<file path="src/rtl/serial_reg_master_if.sv">
// Request/response handshake between the control-side requester and serial_reg_master.
// Serial pins to the regfile stay plain ports on the master itself.
`timescale 1ns/1ps
interface serial_reg_master_if;
   logic       REQ_VALID;
   logic       REQ_READY;
   logic       REQ_WRITE;
   logic [7:0] REQ_ADDR;
   logic [7:0] REQ_WDATA;
   logic       RSP_VALID;
   logic [7:0] RSP_RDATA;
   logic       WR_ERR;

   modport master (
      output REQ_VALID, REQ_WRITE, REQ_ADDR, REQ_WDATA,
      input  REQ_READY, RSP_VALID, RSP_RDATA, WR_ERR
   );

   modport slave (
      input  REQ_VALID, REQ_WRITE, REQ_ADDR, REQ_WDATA,
      output REQ_READY, RSP_VALID, RSP_RDATA, WR_ERR
   );
endinterface

</file>
<file path="src/rtl/serial_reg_master.sv">
// Parallel-request to serial-frame bridge for the serial register file (strobe, 8 addr, 8 data, MSB first).
// Define SRM_WR_VERIFY_EN to read back every write and flag mismatches on WR_ERR.
//
// state     | meaning
// IDLE      | REQ_READY high, waiting for a request
// STRB      | one-cycle WR_EN or RD_EN strobe
// ADDR      | shifting out address bits 7..0
// DATA      | shifting out write data, or capturing read data from SER_DIN
// RESP      | RSP_VALID pulse, back to IDLE next cycle
// VRFY_STRB | read strobe of the readback frame (verify build only)
// VRFY_ADDR | readback address bits 7..0 (verify build only)
// VRFY_DATA | capturing readback data (verify build only)
`timescale 1ns/1ps
module serial_reg_master #(
   parameter int ADDR_WIDTH = 8,
   parameter int DATA_WIDTH = 8
) (
   input  logic               CLK,
   input  logic               RSTN,
   serial_reg_master_if.slave bus,
   output logic               WR_EN,
   output logic               RD_EN,
   output logic               SER_DOUT,
   input  logic               SER_DIN
);

   typedef enum logic [2:0] {
      IDLE,
      STRB,
      ADDR,
      DATA,
      RESP
`ifdef SRM_WR_VERIFY_EN
      , VRFY_STRB,
      VRFY_ADDR,
      VRFY_DATA
`endif
   } state_t;

   state_t                  state_q;
   logic [2:0]              cnt_q;
   logic                    wr_q;
   logic [ADDR_WIDTH-1:0]   addr_q;
   logic [DATA_WIDTH-1:0]   wdata_q;
   logic [DATA_WIDTH-1:0]   cap_q;
   logic                    ready_q;
   logic                    wr_en_q;
   logic                    rd_en_q;
   logic                    dout_q;
   logic                    rsp_valid_q;
   logic [DATA_WIDTH-1:0]   rsp_rdata_q;
`ifdef SRM_WR_VERIFY_EN
   logic                    wr_err_q;
`endif

   always_ff @(posedge CLK or negedge RSTN) begin
      if (!RSTN) begin
         state_q     <= IDLE;
         cnt_q       <= 3'd0;
         wr_q        <= 1'b0;
         addr_q      <= '0;
         wdata_q     <= '0;
         cap_q       <= '0;
         ready_q     <= 1'b0;
         wr_en_q     <= 1'b0;
         rd_en_q     <= 1'b0;
         dout_q      <= 1'b0;
         rsp_valid_q <= 1'b0;
         rsp_rdata_q <= '0;
`ifdef SRM_WR_VERIFY_EN
         wr_err_q    <= 1'b0;
`endif
      end else begin
         wr_en_q     <= 1'b0;
         rd_en_q     <= 1'b0;
         rsp_valid_q <= 1'b0;
         case (state_q)
            IDLE: begin
               ready_q <= 1'b1;
               if (bus.REQ_VALID && ready_q) begin
                  ready_q <= 1'b0;
                  wr_q    <= bus.REQ_WRITE;
                  addr_q  <= bus.REQ_ADDR;
                  wdata_q <= bus.REQ_WDATA;
                  wr_en_q <= bus.REQ_WRITE;
                  rd_en_q <= ~bus.REQ_WRITE;
                  state_q <= STRB;
               end
            end
            STRB: begin
               dout_q  <= addr_q[ADDR_WIDTH-1];
               cnt_q   <= 3'd7;
               state_q <= ADDR;
            end
            ADDR: begin
               if (cnt_q == 3'd0) begin
                  dout_q  <= wr_q & wdata_q[DATA_WIDTH-1];
                  cnt_q   <= 3'd7;
                  state_q <= DATA;
               end else begin
                  dout_q <= addr_q[cnt_q - 3'd1];
                  cnt_q  <= cnt_q - 3'd1;
               end
            end
            DATA: begin
               cap_q <= {cap_q[DATA_WIDTH-2:0], SER_DIN};
               if (cnt_q == 3'd0) begin
                  dout_q <= 1'b0;
`ifdef SRM_WR_VERIFY_EN
                  // Writes chain straight into a readback frame of the same address.
                  if (wr_q) begin
                     rd_en_q <= 1'b1;
                     state_q <= VRFY_STRB;
                  end else begin
                     rsp_valid_q <= 1'b1;
                     rsp_rdata_q <= {cap_q[DATA_WIDTH-2:0], SER_DIN};
                     wr_err_q    <= 1'b0;
                     state_q     <= RESP;
                  end
`else
                  rsp_valid_q <= 1'b1;
                  rsp_rdata_q <= wr_q ? {DATA_WIDTH{1'b0}} : {cap_q[DATA_WIDTH-2:0], SER_DIN};
                  state_q     <= RESP;
`endif
               end else begin
                  dout_q <= wr_q & wdata_q[cnt_q - 3'd1];
                  cnt_q  <= cnt_q - 3'd1;
               end
            end
            RESP: begin
               ready_q <= 1'b1;
               state_q <= IDLE;
            end
`ifdef SRM_WR_VERIFY_EN
            VRFY_STRB: begin
               dout_q  <= addr_q[ADDR_WIDTH-1];
               cnt_q   <= 3'd7;
               state_q <= VRFY_ADDR;
            end
            VRFY_ADDR: begin
               if (cnt_q == 3'd0) begin
                  dout_q  <= 1'b0;
                  cnt_q   <= 3'd7;
                  state_q <= VRFY_DATA;
               end else begin
                  dout_q <= addr_q[cnt_q - 3'd1];
                  cnt_q  <= cnt_q - 3'd1;
               end
            end
            VRFY_DATA: begin
               cap_q <= {cap_q[DATA_WIDTH-2:0], SER_DIN};
               if (cnt_q == 3'd0) begin
                  rsp_valid_q <= 1'b1;
                  rsp_rdata_q <= {cap_q[DATA_WIDTH-2:0], SER_DIN};
                  wr_err_q    <= ({cap_q[DATA_WIDTH-2:0], SER_DIN} != wdata_q);
                  state_q     <= RESP;
               end else begin
                  cnt_q <= cnt_q - 3'd1;
               end
            end
`endif
            default: begin
               ready_q <= 1'b0;
               dout_q  <= 1'b0;
               state_q <= IDLE;
            end
         endcase
      end
   end

   assign bus.REQ_READY = ready_q;
   assign bus.RSP_VALID = rsp_valid_q;
   assign bus.RSP_RDATA = rsp_rdata_q;
`ifdef SRM_WR_VERIFY_EN
   assign bus.WR_ERR    = wr_err_q;
`else
   assign bus.WR_ERR    = 1'b0;
`endif
   assign WR_EN    = wr_en_q;
   assign RD_EN    = rd_en_q;
   assign SER_DOUT = dout_q;

endmodule

</file>
<file path="src/flat_wrapper.sv">
// flat-port wrapper written by rule: the top's interface ports become plain ports
module serial_reg_master_flat 
#(
   parameter int ADDR_WIDTH = 8,
   parameter int DATA_WIDTH = 8
)
  (CLK, RSTN, WR_EN, RD_EN, SER_DOUT, SER_DIN, bus_REQ_VALID, bus_REQ_WRITE, bus_REQ_ADDR, bus_REQ_WDATA, bus_REQ_READY, bus_RSP_VALID, bus_RSP_RDATA, bus_WR_ERR);
  serial_reg_master_if bus_i ();
  input  logic CLK;
  input  logic RSTN;
  output logic WR_EN;
  output logic RD_EN;
  output logic SER_DOUT;
  input  logic SER_DIN;
  input wire logic [$bits(bus_i.REQ_VALID)-1:0] bus_REQ_VALID;
  input wire logic [$bits(bus_i.REQ_WRITE)-1:0] bus_REQ_WRITE;
  input wire logic [$bits(bus_i.REQ_ADDR)-1:0] bus_REQ_ADDR;
  input wire logic [$bits(bus_i.REQ_WDATA)-1:0] bus_REQ_WDATA;
  output wire logic [$bits(bus_i.REQ_READY)-1:0] bus_REQ_READY;
  output wire logic [$bits(bus_i.RSP_VALID)-1:0] bus_RSP_VALID;
  output wire logic [$bits(bus_i.RSP_RDATA)-1:0] bus_RSP_RDATA;
  output wire logic [$bits(bus_i.WR_ERR)-1:0] bus_WR_ERR;
  assign bus_i.REQ_VALID = bus_REQ_VALID;
  assign bus_i.REQ_WRITE = bus_REQ_WRITE;
  assign bus_i.REQ_ADDR = bus_REQ_ADDR;
  assign bus_i.REQ_WDATA = bus_REQ_WDATA;
  assign bus_REQ_READY = bus_i.REQ_READY;
  assign bus_RSP_VALID = bus_i.RSP_VALID;
  assign bus_RSP_RDATA = bus_i.RSP_RDATA;
  assign bus_WR_ERR = bus_i.WR_ERR;
  serial_reg_master #(.ADDR_WIDTH(ADDR_WIDTH), .DATA_WIDTH(DATA_WIDTH)) u_core (.CLK(CLK), .RSTN(RSTN), .bus(bus_i), .WR_EN(WR_EN), .RD_EN(RD_EN), .SER_DOUT(SER_DOUT), .SER_DIN(SER_DIN));
endmodule
</file>
<file path="config.mk">
export PLATFORM = sky130hd
export DESIGN_NAME = serial_reg_master_flat
export DESIGN_NICKNAME = d
export VERILOG_FILES = /design/src/rtl/serial_reg_master_if.sv /design/src/rtl/serial_reg_master.sv /design/src/flat_wrapper.sv
export SDC_FILE = /design/constraint.sdc
export NUM_CORES = 1
export LEC_CHECK = 0
export CAP_MARGIN = 5
export CORE_ASPECT_RATIO = 2
export CORE_MARGIN = 4
export CORE_UTILIZATION = 32
export CTS_BUF_LIST = sky130_fd_sc_hd__clkbuf_4 sky130_fd_sc_hd__clkbuf_8 sky130_fd_sc_hd__clkbuf_16
export DETAILED_ROUTE_END_ITERATION = 8
export SYNTH_ARGS = -nofsm -noshare
export SYNTH_HDL_FRONTEND = slang
export SYNTH_SLANG_ARGS = --single-unit
export TNS_END_PERCENT = 5
</file>
<file path="constraint.sdc">
create_clock -name CLK -period 2 [get_ports CLK]
set_input_delay 0.3 -clock CLK [delete_from_list [all_inputs] [get_ports CLK]]
set_output_delay 0.3 -clock CLK [all_outputs]
set_load 0.005 [all_outputs]
</file>
# Yosys cells after proc, flatten, opt, wreduce, memory -nomap -nowiden
# Cells that the tools add are included.
[word_totals]
out_inout_bits = 14
wordCells = 58
in_bits = 21
register_bits = 43
[classes]
add_sub_neg = 1
muxes = 23
n_eq_ne = 8
order_cmp = 1
n_bitwise = 3
n_reduce_logical = 10
[ops]
columns = ["operator", "n"]
rows = [
  ["$mux 3", 5],
  ["$pmux 3 s4", 1],
  ["$mux 1", 11],
  ["$pmux 3 s3", 1],
  ["$mux 8", 1],
  ["$bmux 1 s3", 2],
  ["$eq 3x2->1 const B", 2],
  ["$logic_not 3->1", 2],
  ["$ne 2x1->1 const B", 3],
  ["$reduce_and 2->1", 3],
  ["$lt 3x4->1 const B", 1],
  ["$pmux 1 s4", 1],
  ["$eq 3x1->1 const B", 1],
  ["$eq 3x3->1 const B", 1],
  ["$pmux 1 s3", 1],
  ["$reduce_and 3->1", 1],
  ["$reduce_bool 3->1", 1],
  ["$reduce_or 3->1", 1],
  ["$sub 3x1->3 const B", 1],
  ["$and 1x1->1", 2],
  ["$ne 2x2->1 const B", 1],
  ["$reduce_or 2->1", 1],
  ["$logic_and 1x1->1", 1],
  ["$not 1->1", 1],
]

# Longest topological paths before layout
[depth]
ltp_word = 6
depth_mapped = 8
ltp_nobuf = 6

# Worst setup path before layout
# OpenSTA, ideal clock, no wires.
[synth_timing]
path_type = "register -> register"
startpoint = "register u_core.cnt_q[0]"
endpoint = "register u_core.dout_q (netlist: u_core.SER_DOUT)"
t_arrival_ns = 1.682
path_buffers = 1
path_stages_with_launch = 7
path_slack_ns = 0.191
required_time_ns = 1.874
setup_time_ns = 0.126
synth_period_minus_slack_ns = 1.809
path_cell_list = "dfrtp_1 > buf_6 > inv_1 > ha_1 > mux4_1 > mux2_2 > a311o_1"
[synth_between]
elab_chain_len = 6
word_cells_on_any_way = 10
cone_classes = "1 x add/sub; 7 x mux; 1 x bitwise; 1 x reduce/logical"
[synth_lines]
columns = ["element", "line_no", "text"]
rows = [
  ["start: declaration", "serial_reg_master.sv:41", "logic [2:0] cnt_q;"],
  ["start signal: assignment", "serial_reg_master.sv:102", "cnt_q <= cnt_q - 3'd1;"],
  ["start signal: assignment", "serial_reg_master.sv:127", "cnt_q <= cnt_q - 3'd1;"],
  ["$sub 3x1->3", "serial_reg_master.sv:101, serial_reg_master.sv:126", ""],
  ["$bmux 1 s3", "serial_reg_master.sv:126", "dout_q <= wr_q & wdata_q[cnt_q - 3'd1];"],
  ["$mux 1 (not written as such)", "serial_reg_master.sv:126", ""],
  ["$and 1x1->1", "serial_reg_master.sv:126", ""],
  ["$mux 1", "serial_reg_master.sv:107", "if (cnt_q == 3'd0) begin"],
  ["$pmux 1 s4 (*)", "serial_reg_master.sv:77", "case (state_q)"],
  ["end signal: assignment", "serial_reg_master.sv:91", "dout_q <= addr_q[ADDR_WIDTH-1];"],
  ["end signal: assignment", "serial_reg_master.sv:101", "dout_q <= addr_q[cnt_q - 3'd1];"],
  ["end signal: assignment", "serial_reg_master.sv:126", ""],
  ["end: declaration", "serial_reg_master.sv:49", "logic dout_q;"],
]
# Every way passes the cells marked *; elsewhere a longest branch is shown, timed or not. The select of a mux whose other input is x is not followed.
# A chain may end at the register's enable or synchronous reset.

# Worst setup path in the final report
# Same ends and word-level chain as after synthesis.

==> impl_metrics.env <==
export IMPL_mostFrequentLayoutCells="43 x dfrtp_1, 32 x clkdlybuf4s50_1, 25 x mux2_2"
export IMPL_initial_utilization=0.329
export IMPL_final_common_cell="dfrtp_1"
export IMPL_drt_vias_per_instance=5.00
export IMPL_antenna_cells=0
export IMPL_final_core_util=0.429
export IMPL_grt_total_usage=0.112
export IMPL_status="complete, no violations"
export IMPL_synthFlopType="dfrtp_1"
export IMPL_ir_worst_vdd_v=0.000718
export IMPL_crit_fanout=5
export IMPL_synthSimpleGateAreaFrac=0.102
export IMPL_worst_setup_path_end_kind="register"
export IMPL_netlist_instances=149
export IMPL_rows=39
export IMPL_yosysUniqueCellTypes=31
export IMPL_num_vias=1246
export IMPL_boundaryPins=35
export IMPL_hold_path_class="reg -> reg"
export IMPL_syn_area_um2=1900
export IMPL_clk_path_buf_depth=2
export IMPL_clk_pin_slew_ns=0.07
export IMPL_drt_iter0_drc=54
export IMPL_cp_required_ns=2.16
export IMPL_grt_overflow_total=0
export IMPL_antenna_found_initial=0
export IMPL_whs_ns=0.476
export IMPL_start_kind="register"
export IMPL_grt_max_degree=25
export IMPL_drive_gt1_frac=0.213
export IMPL_fin_cells=249
export IMPL_cts_buffers=5
export IMPL_fin_setup_tns_ns=0
export IMPL_power_density_nw_per_um2=1480
export IMPL_ys_seq_area_frac=0.568
export IMPL_die_area_um2=7290
export IMPL_drc=0
export IMPL_path_class="reg -> reg"
export IMPL_synthMuxAreaShare=0.215
export IMPL_core_area_um2=5760
export IMPL_drtPass1Iterations=4
export IMPL_synth_edf_count=0
export IMPL_clock_latency_ns=0.29
export IMPL_cts_root_buf="clkbuf_16"
export IMPL_cts_repair_resized=0
export IMPL_min_period_ns=1.90
export IMPL_layout_nets=210
export IMPL_die_h_um=117
export IMPL_dp_cells=240
export IMPL_gp_congestion=0.897
export IMPL_maxSlewViolCount=0
export IMPL_antenna_left=0
export IMPL_clock_sinks=43
export IMPL_cap_violations=0
export IMPL_drt_wl_total_um=3680
export IMPL_cp_arrival_ns=2.06
export IMPL_synth_fp_nets=172
export IMPL_synth_largest_area_cell="dfrtp_1"
export IMPL_rsz0062_at_grt="false"
export IMPL_skew_ns=0.00560
export IMPL_finalCritPeriodShare=0.951
export IMPL_dp_hpwl_um=2870
export IMPL_grt_pass1_vias=1283
export IMPL_synthAdderAreaFrac=0.0132
export IMPL_power_total_mw=3.64
export IMPL_wl_per_cell_um=14.8
export IMPL_synth_top_family_by_area="multiplexers"
export IMPL_hold_viol_final=0
export IMPL_syn_avg_cell_area_um2=12.7
export IMPL_yosys_register_bits=43
export IMPL_async_flop_share=1.00
export IMPL_cts_max_level=2
export IMPL_synth_xor_area_frac=0.00462
export IMPL_io_buffer_count=33
export IMPL_synth_top_area_share=0.568
export IMPL_fillers=560
export IMPL_synth_compound_area_share=0.0614
export IMPL_syn_to_final_growth_pct=30.2
export IMPL_grt_pass1_wl_um=6310
export IMPL_finalSetupViolCount=0
export IMPL_max_freq_ghz=0.526
export IMPL_p_leak_nw=1.08
export IMPL_tritoncts="built"
export IMPL_yosys_warnings=0
export IMPL_ys_top_cells_by_area="dfrtp_1 57%, mux2_2 15%, mux4_1 5.5%"
export IMPL_die_w_um=62.4
==> final timing paths <==
kind / slack, ns / endpoint / from / depth (start not counted)
min in group asynchronous: 0.51 / u_core.cnt_q[0] / RSTN / 2
worst max register to register: 0.1 / u_core.SER_DOUT / u_core.cnt_q[0] / 5
worst min register to register: 0.48 / u_core.bus.RSP_RDATA[3] / u_core.bus.RSP_RDATA[3] / 2
worst min-delay path: 0.48 / u_core.bus.RSP_RDATA[3] / u_core.bus.RSP_RDATA[3] / 2
max in group asynchronous: 1.00 / u_core.bus.REQ_READY / RSTN / 3
worst max-delay path: 0.1 / u_core.SER_DOUT / u_core.cnt_q[0] / 5
==> critical path, cell delays in order (launching register included) <==
cell,delay [ns]
dfrtp_1,0.34
inv_1,0.06
ha_1,0.40
mux4_1,0.32
mux2_2,0.27
a311o_1,0.38
==> power by group <==
part / internal [mW] / switching, mW / total (mW)
Combinational: 0.821 / 0.503 / 1.32
Sequential: 1.24 / 0.260 / 1.50
Clock: 0.467 / 0.351 / 0.818
Total: 2.53 / 1.11 / 3.64
==> cell type report <==
class                           count  area (um^2)  share of cell area
Clock buffer                        5          125              0.0507
Timing Repair Buffer               39          385               0.156
Multi-Input combinational cell     92          759               0.308
Inverter                            6         22.5             0.00912
Clock inverter                      3         23.8             0.00963
Tap cell                           61         76.3              0.0309
Sequential cell                    43         1080               0.436
==> cell usage after synthesis, types with 2 or more instances <==
library cell / instances
nand2b_1: 10
mux4_1: 4
o21ai_0: 10
ha_1: 2
nor2b_1: 2
inv_1: 6
nor2_1: 6
mux2_2: 25
a21oi_1: 3
buf_2: 2
dfrtp_1: 43
nand2_1: 12
clkbuf_1: 4
mux2i_1: 2
nand3_1: 2
==> flip-flops by register name (all words and copies together), names as in the netlist, 3 cells and up <==
signal and flops:
u_core.addr_q 8, u_core.bus.RSP_RDATA 8, u_core.wdata_q 8, u_core.cap_q 7
u_core.cnt_q 3, u_core.state_q 3
==> per-stage QoR <==
stage	instance area, um^2	worst slack (ns)
detailed placement	2310	0.0807
global placement	2310	0.123
floorplan	1900	0.191
finish	2470	0.0979
CTS	2470	0.0641
global route	2470	0.00261
==> logic make-up (layout without fill, tap and decap cells) <==
family,Yosys count,after routing
AOI/OAI and AO/OA,19,19
xor gates and xnor gates,1,1
buffers and inverters,14,53
other,1,1
adders and majority gates,2,2
muxes,31,31
DFF,43,43
and+or+nand+nor,38,38
==> routing by layer <==
layer | vias up | part of all wire | track usage | wire [um]
met5 | - | 0 | 0 | 0
met4 | 0 | 0.023 | 0.0546 | 86
met3 | 8 | 0.040 | 0.0239 | 148
met2 | 29 | 0.57 | 0.214 | 2110
met1 | 612 | 0.36 | 0.115 | 1340
li1 | 597 | - | - | -
==> timing repair <==
| item | CTS | global route |
|---|---|---|
| hold buffers | 1 | 0 |
| endpoints found under the setup margin | 0 | 0 |
| buffers inserted | 0 | 0 |
| hold endpoints to repair | 19 | 0 |
No activity file was read; power rests on OpenSTA's default activity.
